**src/rtl/fpu_addsub_pipe.sv**
```systemverilog
// Three-stage (Compare / Operate / Align) float32 add/subtract pipeline with truncating rounding.
// Define FPU_DENORM_EN to handle subnormal operands and results instead of flushing them to zero.
module fpu_addsub_pipe #(
  parameter int DST_W = 5
) (
  input  logic             clk,
  input  logic             rst_n,
  input  logic             flush,
  input  logic             in_valid,
  output logic             in_ready,
  input  logic             in_op,
  input  logic [31:0]      in_a,
  input  logic [31:0]      in_b,
  input  logic [DST_W-1:0] in_dst,
  output logic             out_valid,
  input  logic             out_ready,
  output logic [31:0]      out_val,
  output logic [DST_W-1:0] out_dst,
  output logic             c_valid,
  output logic             o_valid,
  output logic             a_valid,
  output logic [DST_W-1:0] c_dst,
  output logic [DST_W-1:0] o_dst,
  output logic [DST_W-1:0] a_dst
);

  logic             stall;
  logic             c_v, o_v, a_v;
  logic [DST_W-1:0] c_d, o_d, a_d;
  logic             c_gt_s, c_lt_s;
  logic [7:0]       c_exp, c_e_dif;
  logic [23:0]      c_gt_m, c_lt_m;
  logic             o_s;
  logic [7:0]       o_e;
  logic [24:0]      o_m;
  logic [31:0]      a_val;

  function automatic logic [7:0] eff_exp(input logic [7:0] e);
`ifdef FPU_DENORM_EN
    return (e == 8'd0) ? 8'd1 : e;
`else
    return e;
`endif
  endfunction

  // Mantissa with hidden bit; exp=0 operands are either subnormal or read as zero.
  function automatic logic [23:0] ext_mnt(input logic [30:0] f);
`ifdef FPU_DENORM_EN
    return {f[30:23] != 8'd0, f[22:0]};
`else
    return (f[30:23] == 8'd0) ? 24'd0 : {1'b1, f[22:0]};
`endif
  endfunction

  function automatic logic [4:0] lzc(input logic [23:0] m);
    logic [4:0] n;
    n = 5'd24;
    for (int i = 0; i < 24; i++) begin
      if (m[i]) n = 5'(23 - i);
    end
    return n;
  endfunction

  logic [31:0] b_eff, gt, lt;
  logic        a_ge;
  logic [7:0]  gt_e, lt_e;

  always_comb begin
    b_eff = {in_b[31] ^ in_op, in_b[30:0]};
    a_ge  = in_a[30:0] >= b_eff[30:0];
    gt    = a_ge ? in_a : b_eff;
    lt    = a_ge ? b_eff : in_a;
    gt_e  = eff_exp(gt[30:23]);
    lt_e  = eff_exp(lt[30:23]);
  end

  logic [23:0] lt_sh;
  logic [24:0] sum;

  always_comb begin
    lt_sh = (c_e_dif >= 8'd25) ? 24'd0 : (c_lt_m >> c_e_dif);
    sum   = (c_gt_s == c_lt_s) ? ({1'b0, c_gt_m} + {1'b0, lt_sh})
                               : ({1'b0, c_gt_m} - {1'b0, lt_sh});
  end

  logic [4:0]  lz;
  logic [23:0] shl;
  logic [8:0]  exp_inc;
  logic [31:0] norm_val;

  // Normalise: carry shifts right, cancellation shifts left; underflow and overflow saturate.
  always_comb begin
    lz       = lzc(o_m[23:0]);
    shl      = o_m[23:0] << lz;
    exp_inc  = {1'b0, o_e} + 9'd1;
    norm_val = 32'd0;
    if (o_m == 25'd0) begin
      norm_val = 32'd0;
    end else if (o_m[24]) begin
      if (exp_inc >= 9'd255) norm_val = {o_s, 8'hFF, 23'd0};
      else                   norm_val = {o_s, exp_inc[7:0], o_m[23:1]};
    end else if (o_e <= {3'b000, lz}) begin
`ifdef FPU_DENORM_EN
      norm_val = {o_s, 8'h00, 23'(o_m[23:0] << (o_e - 8'd1))};
`else
      norm_val = {o_s, 31'd0};
`endif
    end else begin
      norm_val = {o_s, o_e - {3'b000, lz}, shl[22:0]};
    end
  end

  assign stall     = a_v & ~out_ready;
  assign in_ready  = ~stall;
  assign out_valid = a_v;
  assign out_val   = a_val;
  assign out_dst   = a_d;
  assign c_valid   = c_v;
  assign o_valid   = o_v;
  assign a_valid   = a_v;
  assign c_dst     = c_v ? c_d : '0;
  assign o_dst     = o_v ? o_d : '0;
  assign a_dst     = a_v ? a_d : '0;

  // All stages shift together or hold together; payloads only load behind a valid entry.
  always_ff @(posedge clk or negedge rst_n) begin
    if (!rst_n) begin
      c_v     <= 1'b0;
      o_v     <= 1'b0;
      a_v     <= 1'b0;
      c_d     <= '0;
      o_d     <= '0;
      a_d     <= '0;
      c_gt_s  <= 1'b0;
      c_lt_s  <= 1'b0;
      c_exp   <= 8'd0;
      c_e_dif <= 8'd0;
      c_gt_m  <= 24'd0;
      c_lt_m  <= 24'd0;
      o_s     <= 1'b0;
      o_e     <= 8'd0;
      o_m     <= 25'd0;
      a_val   <= 32'd0;
    end else if (flush) begin
      c_v <= 1'b0;
      o_v <= 1'b0;
      a_v <= 1'b0;
    end else if (!stall) begin
      c_v <= in_valid;
      o_v <= c_v;
      a_v <= o_v;
      if (in_valid) begin
        c_d     <= in_dst;
        c_gt_s  <= gt[31];
        c_lt_s  <= lt[31];
        c_exp   <= gt_e;
        c_e_dif <= gt_e - lt_e;
        c_gt_m  <= ext_mnt(gt[30:0]);
        c_lt_m  <= ext_mnt(lt[30:0]);
      end
      if (c_v) begin
        o_d <= c_d;
        o_s <= c_gt_s;
        o_e <= c_exp;
        o_m <= sum;
      end
      if (o_v) begin
        a_d   <= o_d;
        a_val <= norm_val;
      end
    end
  end

endmodule

```
**config.mk**
```make
export PLATFORM = sky130hd
export DESIGN_NAME = fpu_addsub_pipe
export DESIGN_NICKNAME = d
export VERILOG_FILES = /design/src/rtl/fpu_addsub_pipe.sv
export SDC_FILE = /design/constraint.sdc
export NUM_CORES = 1
export LEC_CHECK = 0
export CAP_MARGIN = 0
export CORE_UTILIZATION = 55
export DETAILED_ROUTE_END_ITERATION = 6
export GPL_TIMING_DRIVEN = 0
export PLACE_DENSITY = 0.86
export SYNTH_ARGS = -nofsm -noshare
export SYNTH_HDL_FRONTEND = slang
export SYNTH_SLANG_ARGS = --single-unit
```
**constraint.sdc**
```tcl
create_clock -name clk -period 6.95 [get_ports clk]
set_input_delay 1.39 -clock clk [delete_from_list [all_inputs] [get_ports clk]]
set_output_delay 1.39 -clock clk [all_outputs]
set_load 0.05 [all_outputs]
```
; ---- Word level (Yosys, flattened, before mapping)
; Index checks and enable logic that the tools add are counted.
[totals]
register_bits = 150
latch_bits = 0
ram_bits = 0
mem_bits_ro = 0
out_inout_bits = 57
wordCells = 83
n_memories = 0
[classes]
add_sub_neg = 5
n_mul = 0
div = 0
magnitude_cmp = 4
eq_ne = 2
n_shift = 2
n_mux = 43
n_bitwise = 5
reduce_logical = 6
[ops]
columns = op, count
row1 = $mux 5, 25
row2 = $mux 32, 3
row3 = $mux 31, 3
row4 = $mux 24, 3
row5 = $ge 31x31->1, 1
row6 = $add 24x24->25, 1
row7 = $logic_not 25->1, 1
row8 = $mux 25, 1
row9 = $sub 24x24->25, 1
row10 = $shl 24x5->23, 1
row11 = $shr 24x8->24, 1
row12 = $logic_not 8->1, 2
row13 = $add 8x1->9 const B, 1
row14 = $ge 9x8->1 const B, 1
row15 = $reduce_and 3->1, 3
row16 = $ge 8x5->1 const B, 1
row17 = $le 8x5->1, 1
row18 = $mux 4, 2
row19 = $sub 8x5->8, 1
row20 = $sub 8x8->8, 1
row21 = $mux 1, 6
row22 = $not 1->1, 3
row23 = $ne 2x2->1 const B, 1
row24 = $and 1x1->1, 1
row25 = 2 further kinds, 2

; ---- Depth between registers and ports, before layout
; Gate-level depths: netlist (run 1).
[logic_depth]
word_depth = 28
ltp_mapped = 28
depth_no_buf = 23

; ---- Worst setup path before layout (run 1)
; No wires, ideal clock.
[synth_timing]
path_kind = register to register
from = register c_e_dif[6]
to = register o_m[22]
setup_time_ns = 0.134
t_arrival_ns = 4.769
setup_slack_ns = 2.047
stages_incl_launch_ff = 29
path_cell_list = dfrtp_1 or3_1 buf_6 buf_6 buf_8 buf_6 o221ai_1 a21oi_1 a211o_1 a21oi_2 inv_1 ha_1 nand2_1 nor2_1 and2_4 buf_6 a31oi_1 xnor2_1 ha_1 or4_1 a21o_1 a41oi_1 nor4_1 nor2_1 a21oi_1 a21o_1 a21oi_1 xor2_1 o21ai_0
[synth_between]
elab_chain_len = 4
[synth_rtl]
columns = element, line
row1 = from (decl), 31  ; logic [7:0] c_exp, c_e_dif;
row2 = from (signal assigned), 157  ; c_e_dif <= gt_e - lt_e;
row3 = $shr 24x8->24 or $ge 8x5->1 (tied branches), 81  ; lt_sh = (c_e_dif >= 8'd25) ? 24'd0 : (c_lt_m >> c_e_dif);
row4 = $mux 24 (*), 81
row5 = $sub 24x24->25 or $add 24x24->25 (tied branches), "83, 82"
row6 = $mux 25 (*), 82  ; sum = (c_gt_s == c_lt_s) ? ({1'b0, c_gt_m} + {1'b0, lt_sh})
row7 = to (signal assigned), 165  ; o_m <= sum;
row8 = to (decl), 35  ; logic [24:0] o_m;
; Every way passes the cells marked *; elsewhere a longest branch is shown, timed or not.
; A chain may end at the register's enable or synchronous reset.

; ---- Final worst setup path (run 1)
[layout_timing]
from = register c_e_dif[6]
to = register o_m[24]
; Same word-level chain as after synthesis.

==> results.txt, run 1 <==
Unique masters post-synth -> 97
Setup Fix Bufs, Post-CTS -> 0
Slew Viols, Final -> 0
Gr usage total -> 33.64%
CTS tree -> yes
Clock group share of total power -> 16.6%
Ys Warns -> 0
# resized after CTS -> 0
Clock latency on the worst-skew pair -> 0.45 ns
CORE AREA -> 21,760 µm²
Routed vias/inst -> 6.312
Tmin final -> 5.778 ns
H-tree levels -> 4
Vias -> 12.07k
Ranking of synthesized cells by area -> dfrtp_1 (31%), ha_1 (6.6%), o21ai_0 (5.6%)
Max Root-Sink Buffers -> 2
Die height -> 150.6 µm
Final wirelength -> 37,130 µm
Sw Ratio -> 48.78%
P&R area growth vs syn -> 19.08%
Share of post-route cells with drive strength above 1 -> 7.777%
# Max-Cap Violations -> 0
Commonest non-fill, non-tap cell in the layout -> nand2_1
Post-route DRC -> 0
DR WL met2 -> 18,050 µm
IO Count -> 132
Most frequent cells in the layout -> nand2_1 (178), dfrtp_1 (150), o21ai_0 (137)
Synth Area per Inst -> 8.271 µm²
Detail Route Antenna Nets -> 0
Crit path kind -> register to register
Iteration-0 DRC count of the detailed router -> 1,044
Worst Setup Start Kind -> register
Post-synthesis net count -> 1,610
Largest net degree at the start of global routing -> 84
Antenna violations before repair -> 0
Die X -> 150.6 µm
Reg clk slew, reported paths -> 0.07 ns
Vias in the first global route -> 11.49k
Power density cells -> 419.9 nW/µm²
Row count -> 54
Remaining global-route overflow -> 0
HPWL after detailed placement -> 29,290 µm
Final GP Congestion -> 1.011
Final setup violation count -> 0
Fmax -> 0.1731 GHz
Worst slew pin tran -> 0.9925 ns
Crit-path max FO -> 10
Mapped Area -> 12,150 µm²
Hold Crit Depth -> 2
Register bit total from synthesis -> 150
Slew HR -> 33.36%
Count of nets after finishing -> 1,761
Met1 Routed Length -> 15,030 µm
Leak -> 6.280 nW
Wire per inst -> 19.41 µm
Sw Pwr -> 0.002963 W
Async S/R FF share, synth -> 100.0%
CP Data Required Time -> 7.24 ns
Top FF cell, synth -> dfrtp_1
First-pass GRT wire length -> 59,100 µm
R2r worst-path depth -> 27
Maximum VDD drop -> 0.2074 mV
Clock skew -> 0.01304 ns
Initial Util -> 55.85%
I/O Buffers -> 131
Number of hold buffers added after cts -> 0
Antenna Cells -> 0
Num CTS Buffers -> 17
Sink Count -> 150
Worst hold slack -> 0.4828 ns
Root buf cell -> clkbuf_16
Post-synthesis sequential area ratio -> 30.89%
Post-synth EDFFs -> 0
Synthesized instance count -> 1,469
RSZ-0062 raised after global routing -> no
Status -> completed
Critical path capture point type -> register
Final clock period utilization by the worst path -> 83.14%
Largest area contributor in the synthesized netlist -> dfrtp_1
DR top layer -> met4
Met3 Wirelength -> 2235 µm
Int Pwr -> 0.003112 W
Sequential share of power -> 23.7%
Die ar. -> 22,690 µm²
Overall power -> 0.006075 W
WP data arrival -> 6.07 ns
Synth top area share -> 30.89%
Pre-Repair DR Iteration Count -> 6
HP Class -> register to register
Final Hold Vio Count -> 0
Comb power frac -> 59.7%
## power by group through the flow
stage                     logic (W)  clock network [W]  registers [W]
final                       0.00363            0.00101        0.00144
after global routing        0.00393            0.00105        0.00147
after CTS                   0.00358            0.00101        0.00143
after detailed placement    0.00355                  0        0.00144
after global placement      0.00350                  0        0.00143
after floorplan             0.00230                  0        0.00166
## state kept, by name (all words and copies together) (netlist names)
signal,cells
c_exp,8
c_lt_m,24
c_gt_s,1
c_lt_s,1
o_m,25
o_valid,1
c_e_dif,8
out_dst,5
c_valid,1
out_val,32
o_e,8
c_gt_m,24
c_d,5
o_s,1
a_valid,1
o_d,5
## final timing paths
path / start / end / slack, ns
max in group asynchronous: rst_n / c_gt_m[3]$_DFFE_PN0P_ / 5.18
worst max-delay path: c_e_dif[6]$_DFFE_PN0P_ / o_m[24]$_DFFE_PN0P_ / 1.17
worst min-delay path: out_val[30]$_DFFE_PN0P_ / out_val[30]$_DFFE_PN0P_ / 0.48
min in group asynchronous: rst_n / out_val[26]$_DFFE_PN0P_ / 0.94
worst min register to register: out_val[30]$_DFFE_PN0P_ / out_val[30]$_DFFE_PN0P_ / 0.48
worst max register to register: c_e_dif[6]$_DFFE_PN0P_ / o_m[24]$_DFFE_PN0P_ / 1.17
## cell usage after synthesis (5+ instances only)
cell type	n
a211oi_1	9
a21o_1	20
a21oi_1	120
a22o_1	6
a22oi_1	20
a31oi_1	16
and2_1	24
and3_1	10
and4_1	6
buf_1	8
buf_2	14
buf_4	5
buf_6	7
clkbuf_1	47
dfrtp_1	150
ha_1	64
inv_1	60
mux2_2	25
mux2i_1	65
nand2_1	178
nand2b_1	12
nand3_1	23
nand4_1	9
nor2_1	117
nor2b_1	15
nor3_1	30
nor4_1	14
o211ai_1	12
o21a_1	13
o21ai_0	137
o21ai_1	10
o21bai_1	9
o221ai_1	12
o22ai_1	23
o31ai_1	14
or3_1	9
xnor2_1	26
xor2_1	23
## worst max-delay path: stages (launching register included)
cell	delay [ns]
dfrtp_1	0.46
or3_1	0.41
buf_6	0.15
buf_6	0.14
buf_8	0.14
buf_6	0.15
o221ai_1	0.17
a21oi_1	0.12
a211o_1	0.32
a21oi_2	0.18
inv_1	0.10
ha_1	0.22
nand2_1	0.09
nor2_1	0.06
and2_4	0.17
buf_6	0.12
a31oi_1	0.19
xnor2_1	0.09
ha_1	0.22
or4_1	0.54
a21o_1	0.17
a41oi_1	0.31
nor4_1	0.14
nor2_1	0.15
a21oi_1	0.14
a311oi_1	0.34
xnor2_1	0.21
o21ai_1	0.11
## per-layer routing
metal	global-route usage, %	up-vias
met5	0	-
met4	18.20	0
met3	4.576	121
met2	57.44	580
met1	41.01	5670
li1	-	5703
## cell type report
class,instances,area (µm²)
Multi-Input combinational cell,1173,7747
Fill cell,1796,7287
Sequential cell,150,3754
Timing Repair Buffer,132,1340
Clock buffer,18,439.2
Buffer,83,412.9
Tap cell,280,350.3
Inverter,63,236.5
Clock inverter,14,188.9
## per-stage QoR
| stage | setup TNS, ns | cells | setup WS (ns) | utilization, % | area [µm²] |
|---|---|---|---|---|---|
| floorplan | 0 | 1469 | 2.047 | - | 12150 |
| global placement | -207.27 | 1880 | -1.402 | 63.49 | 13810 |
| detailed placement | 0 | 1881 | 1.359 | 63.62 | 13840 |
| CTS | 0 | 1913 | 1.241 | 66.51 | 14470 |
| global route | 0 | 1913 | 0.9559 | 66.51 | 14470 |
| finish | 0 | 1913 | 1.172 | 66.51 | 14470 |
## cells by family after synthesis
kind of cell,Yosys count,synth area share [%]
simple gates,477,18.69
mux,96,8.743
fa+ha+maj,66,6.920
buf+inv,146,5.345
compound gates,485,25.88
xor+xnor,49,3.532
flops,150,30.89
Note: power is estimated with default switching activity, not from simulation.
==> inputs of run 2 (changes only) <==
==> constraint.sdc (replaced) <==
create_clock -name clk -period 5.4 [get_ports clk]
set_input_delay 1.08 -clock clk [delete_from_list [all_inputs] [get_ports clk]]
set_output_delay 1.08 -clock clk [all_outputs]
set_load 0.05 [all_outputs]
==> run 2 against run 1 <==
  * Sequential cell count unchanged
  * Cell area up 1.6%
  * Non-clock buffer count up 7
  * Setup slack worse by 1.1 ns
  * Combinational power up 33%
  * Clock skew up 0.0015 ns
  * Hold slack better by 0.0017 ns
  * Sequential share of layout area down 0.39 points
  * Sequential power up 28%
  * Highest routed layer unchanged
  * Via count up 1.2%
  * Count of clock-buffer cells in the layout unchanged
  * Die area unchanged
==> results.txt, run 2 (synthesized netlist as in run 1, its figures left out) <==
Status -> completed
H-tree levels -> 4 (unchanged)
Final clock period utilization by the worst path -> 98.16% (+15 points)
CP Data Required Time -> 5.69 ns (-1.55 ns)
Storage element area -> 3757 µm² (about the same)
HPWL after detailed placement -> 29,290 µm (unchanged)
CTS tree -> yes
Final Cell Area -> 14,700 µm² (+1.6%)
Multi-input combinational cell area -> 7908 µm² (+2.1%)
Critical path capture point type -> register
Fin Setup TNS -> 0 ns (unchanged)
Antenna Cells -> 0 (unchanged)
# Max-Cap Violations -> 0 (unchanged)
Crit-path max FO -> 7 (-3)
Die ar. -> 22,690 µm² (unchanged)
I/O Buffers -> 131 (unchanged)
Initial Util -> 55.85% (unchanged)
Row count -> 54 (unchanged)
Wire per inst -> 19.81 µm (+2.1%)
Finished Layout Cells -> 1,920 (+0.37%)
Vias -> 12.22k (+1.2%)
Area after DPL -> 13,840 µm² (unchanged)
Num CTS Buffers -> 17 (unchanged)
Final setup violation count -> 0 (unchanged)
Clock skew -> 0.01450 ns (+0.001456 ns)
HP Class -> register to register
Worst slew pin tran -> 1.167 ns (+0.1748 ns)
Die height -> 150.6 µm (unchanged)
Final Hold Vio Count -> 0 (unchanged)
Remaining global-route overflow -> 0 (unchanged)
Worst hold slack -> 0.4845 ns (+0.001684 ns)
Count of nets after finishing -> 1,768 (+0.40%)
Number of hold buffers added after cts -> 0 (unchanged)
CORE AREA -> 21,760 µm² (unchanged)
Worst Setup Start Kind -> register
Iteration-0 DRC count of the detailed router -> 1,097 (+5.1%)
Crit path kind -> register to register
Final worst slack -> 0.09944 ns (-1.072 ns)
Share of post-route cells with drive strength above 1 -> 10.00% (+2.2 points)
Pre-Repair DR Iteration Count -> 7 (+1)
Vias in the first global route -> 11.54k (+0.43%)
IO Count -> 132 (unchanged)
Die X -> 150.6 µm (unchanged)
Placed cells -> 1,881 (unchanged)
Most frequent cells in the layout -> nand2_1 (177), dfrtp_1 (147), o21ai_0 (136)
Largest net degree at the start of global routing -> 84 (unchanged)
Sink Count -> 150 (unchanged)
Reg clk slew, reported paths -> 0.07 ns (about the same)
Maximum VDD drop -> 0.2699 mV (+30%)
Leak -> 6.324 nW (+0.69%)
Final GP Congestion -> 1.011 (unchanged)
Fillers -> 1,757 (-2.2%)
First-pass GRT wire length -> 59,390 µm (+0.49%)
Clock latency on the worst-skew pair -> 0.45 ns (about the same)
Gr usage total -> 33.78% (+0.15 points)
Fmax -> 0.1887 GHz (+9.0%)
Power density cells -> 541.7 nW/µm² (+29%)
WP data arrival -> 5.59 ns (-0.48 ns)
Number of flip-flops in the largest register -> 32 (unchanged)
Antenna violations before repair -> 0 (unchanged)
Max Root-Sink Buffers -> 2 (unchanged)
Tmin final -> 5.301 ns (-0.4776 ns)
Root buf cell -> clkbuf_16
Detail Route Antenna Nets -> 0 (unchanged)
Slew HR -> 21.62% (-12 points)
Post-route DRC -> 0 (unchanged)
Final wirelength -> 38,040 µm (+2.4%)
Slew Viols, Final -> 0 (unchanged)
Routed vias/inst -> 6.367 (+0.87%)
Pre-CTS WS -> -0.1906 ns (-1.550 ns)
P&R area growth vs syn -> 21.02%
Commonest non-fill, non-tap cell in the layout -> nand2_1
## run 2: cell count changes in the layout (fill, tap and decap cells not counted), sizes merged
cell	change
buf	+6
clkbuf	+1
## run 2: worst max-delay path: stages (launching register included)
cell      delay, ns
dfrtp_2        0.44
or3_1          0.39
buf_6          0.13
buf_4          0.16
o22ai_2        0.36
mux4_2         0.31
nor2b_1        0.18
o21ai_2        0.13
ha_4           0.25
nand2_4        0.06
nor2_2         0.05
and2_4         0.21
a31oi_4        0.16
xnor2_1        0.11
ha_2           0.21
or4_4          0.53
a21o_1         0.18
a41oi_2        0.27
nor4_2         0.11
nor2_1         0.17
a21oi_2        0.11
a311oi_2       0.31
xnor2_1        0.20
o21ai_1        0.11
## run 2: final timing paths
check / startpoint / to / slack (ns) / depth (start not counted)
setup / recovery: c_e_dif[7]$_DFFE_PN0P_ / o_m[24]$_DFFE_PN0P_ / 0.1 / 23
hold / removal: out_val[27]$_DFFE_PN0P_ / out_val[27]$_DFFE_PN0P_ / 0.48 / 1
setup reg to reg: c_e_dif[7]$_DFFE_PN0P_ / o_m[24]$_DFFE_PN0P_ / 0.1 / 23
hold reg to reg: out_val[27]$_DFFE_PN0P_ / out_val[27]$_DFFE_PN0P_ / 0.48 / 1
max in group asynchronous: rst_n / c_gt_m[0]$_DFFE_PN0P_ / 3.94 / 2
min in group asynchronous: rst_n / out_val[26]$_DFFE_PN0P_ / 0.63 / 1
## run 2: per-stage QoR
| stage | util [%] | power [W] |
|---|---|---|
| 6_report | 67.59 | 0.007965 |
| 5_1_grt | 67.59 | 0.008429 |
| 4_1_cts | 66.79 | 0.007782 |
| 3_5_place_dp | 63.62 | 0.006424 |
| 3_3_place_gp | 63.49 | 0.006350 |
| 2_1_floorplan | - | 0.005096 |
## run 2: final cells by class
cell class / count / share of cell area (%)
plain buffers: 82 / 2.885
clock buffers: 18 / 2.987
clock inverters: 14 / 1.285
inverters: 63 / 1.608
multi-input cells: 1173 / 53.78
flip-flops and latches: 150 / 25.55
well taps: 280 / 2.383
repair buffers: 140 / 9.522
## run 2: per-layer routing
metal  vias up  routed length, µm  part of all wire (%)  global-route usage, %
met1      5757              15140                    40                  41.14
met4         0               1932                   5.1                  18.35
met5         -                  0                     0                      0
met2       609              18580                    49                  57.72
li1       5711                  -                     -                      -
met3       147               2384                   6.3                  4.606
## run 2: repair_timing
| action | CTS | global route |
|---|---|---|
| resized for setup | 10 | 32 |
| setup buffers | 3 | 5 |
| setup endpoints to repair | 2 | 19 |
| pin swaps | 6 | 13 |
## run 2: power by group
part / total, W / switching (W) / internal (W)
registers: 0.00185 / 0.000395 / 0.00146
logic: 0.00481 / 0.00296 / 0.00185
clock network: 0.00130 / 0.000548 / 0.000756
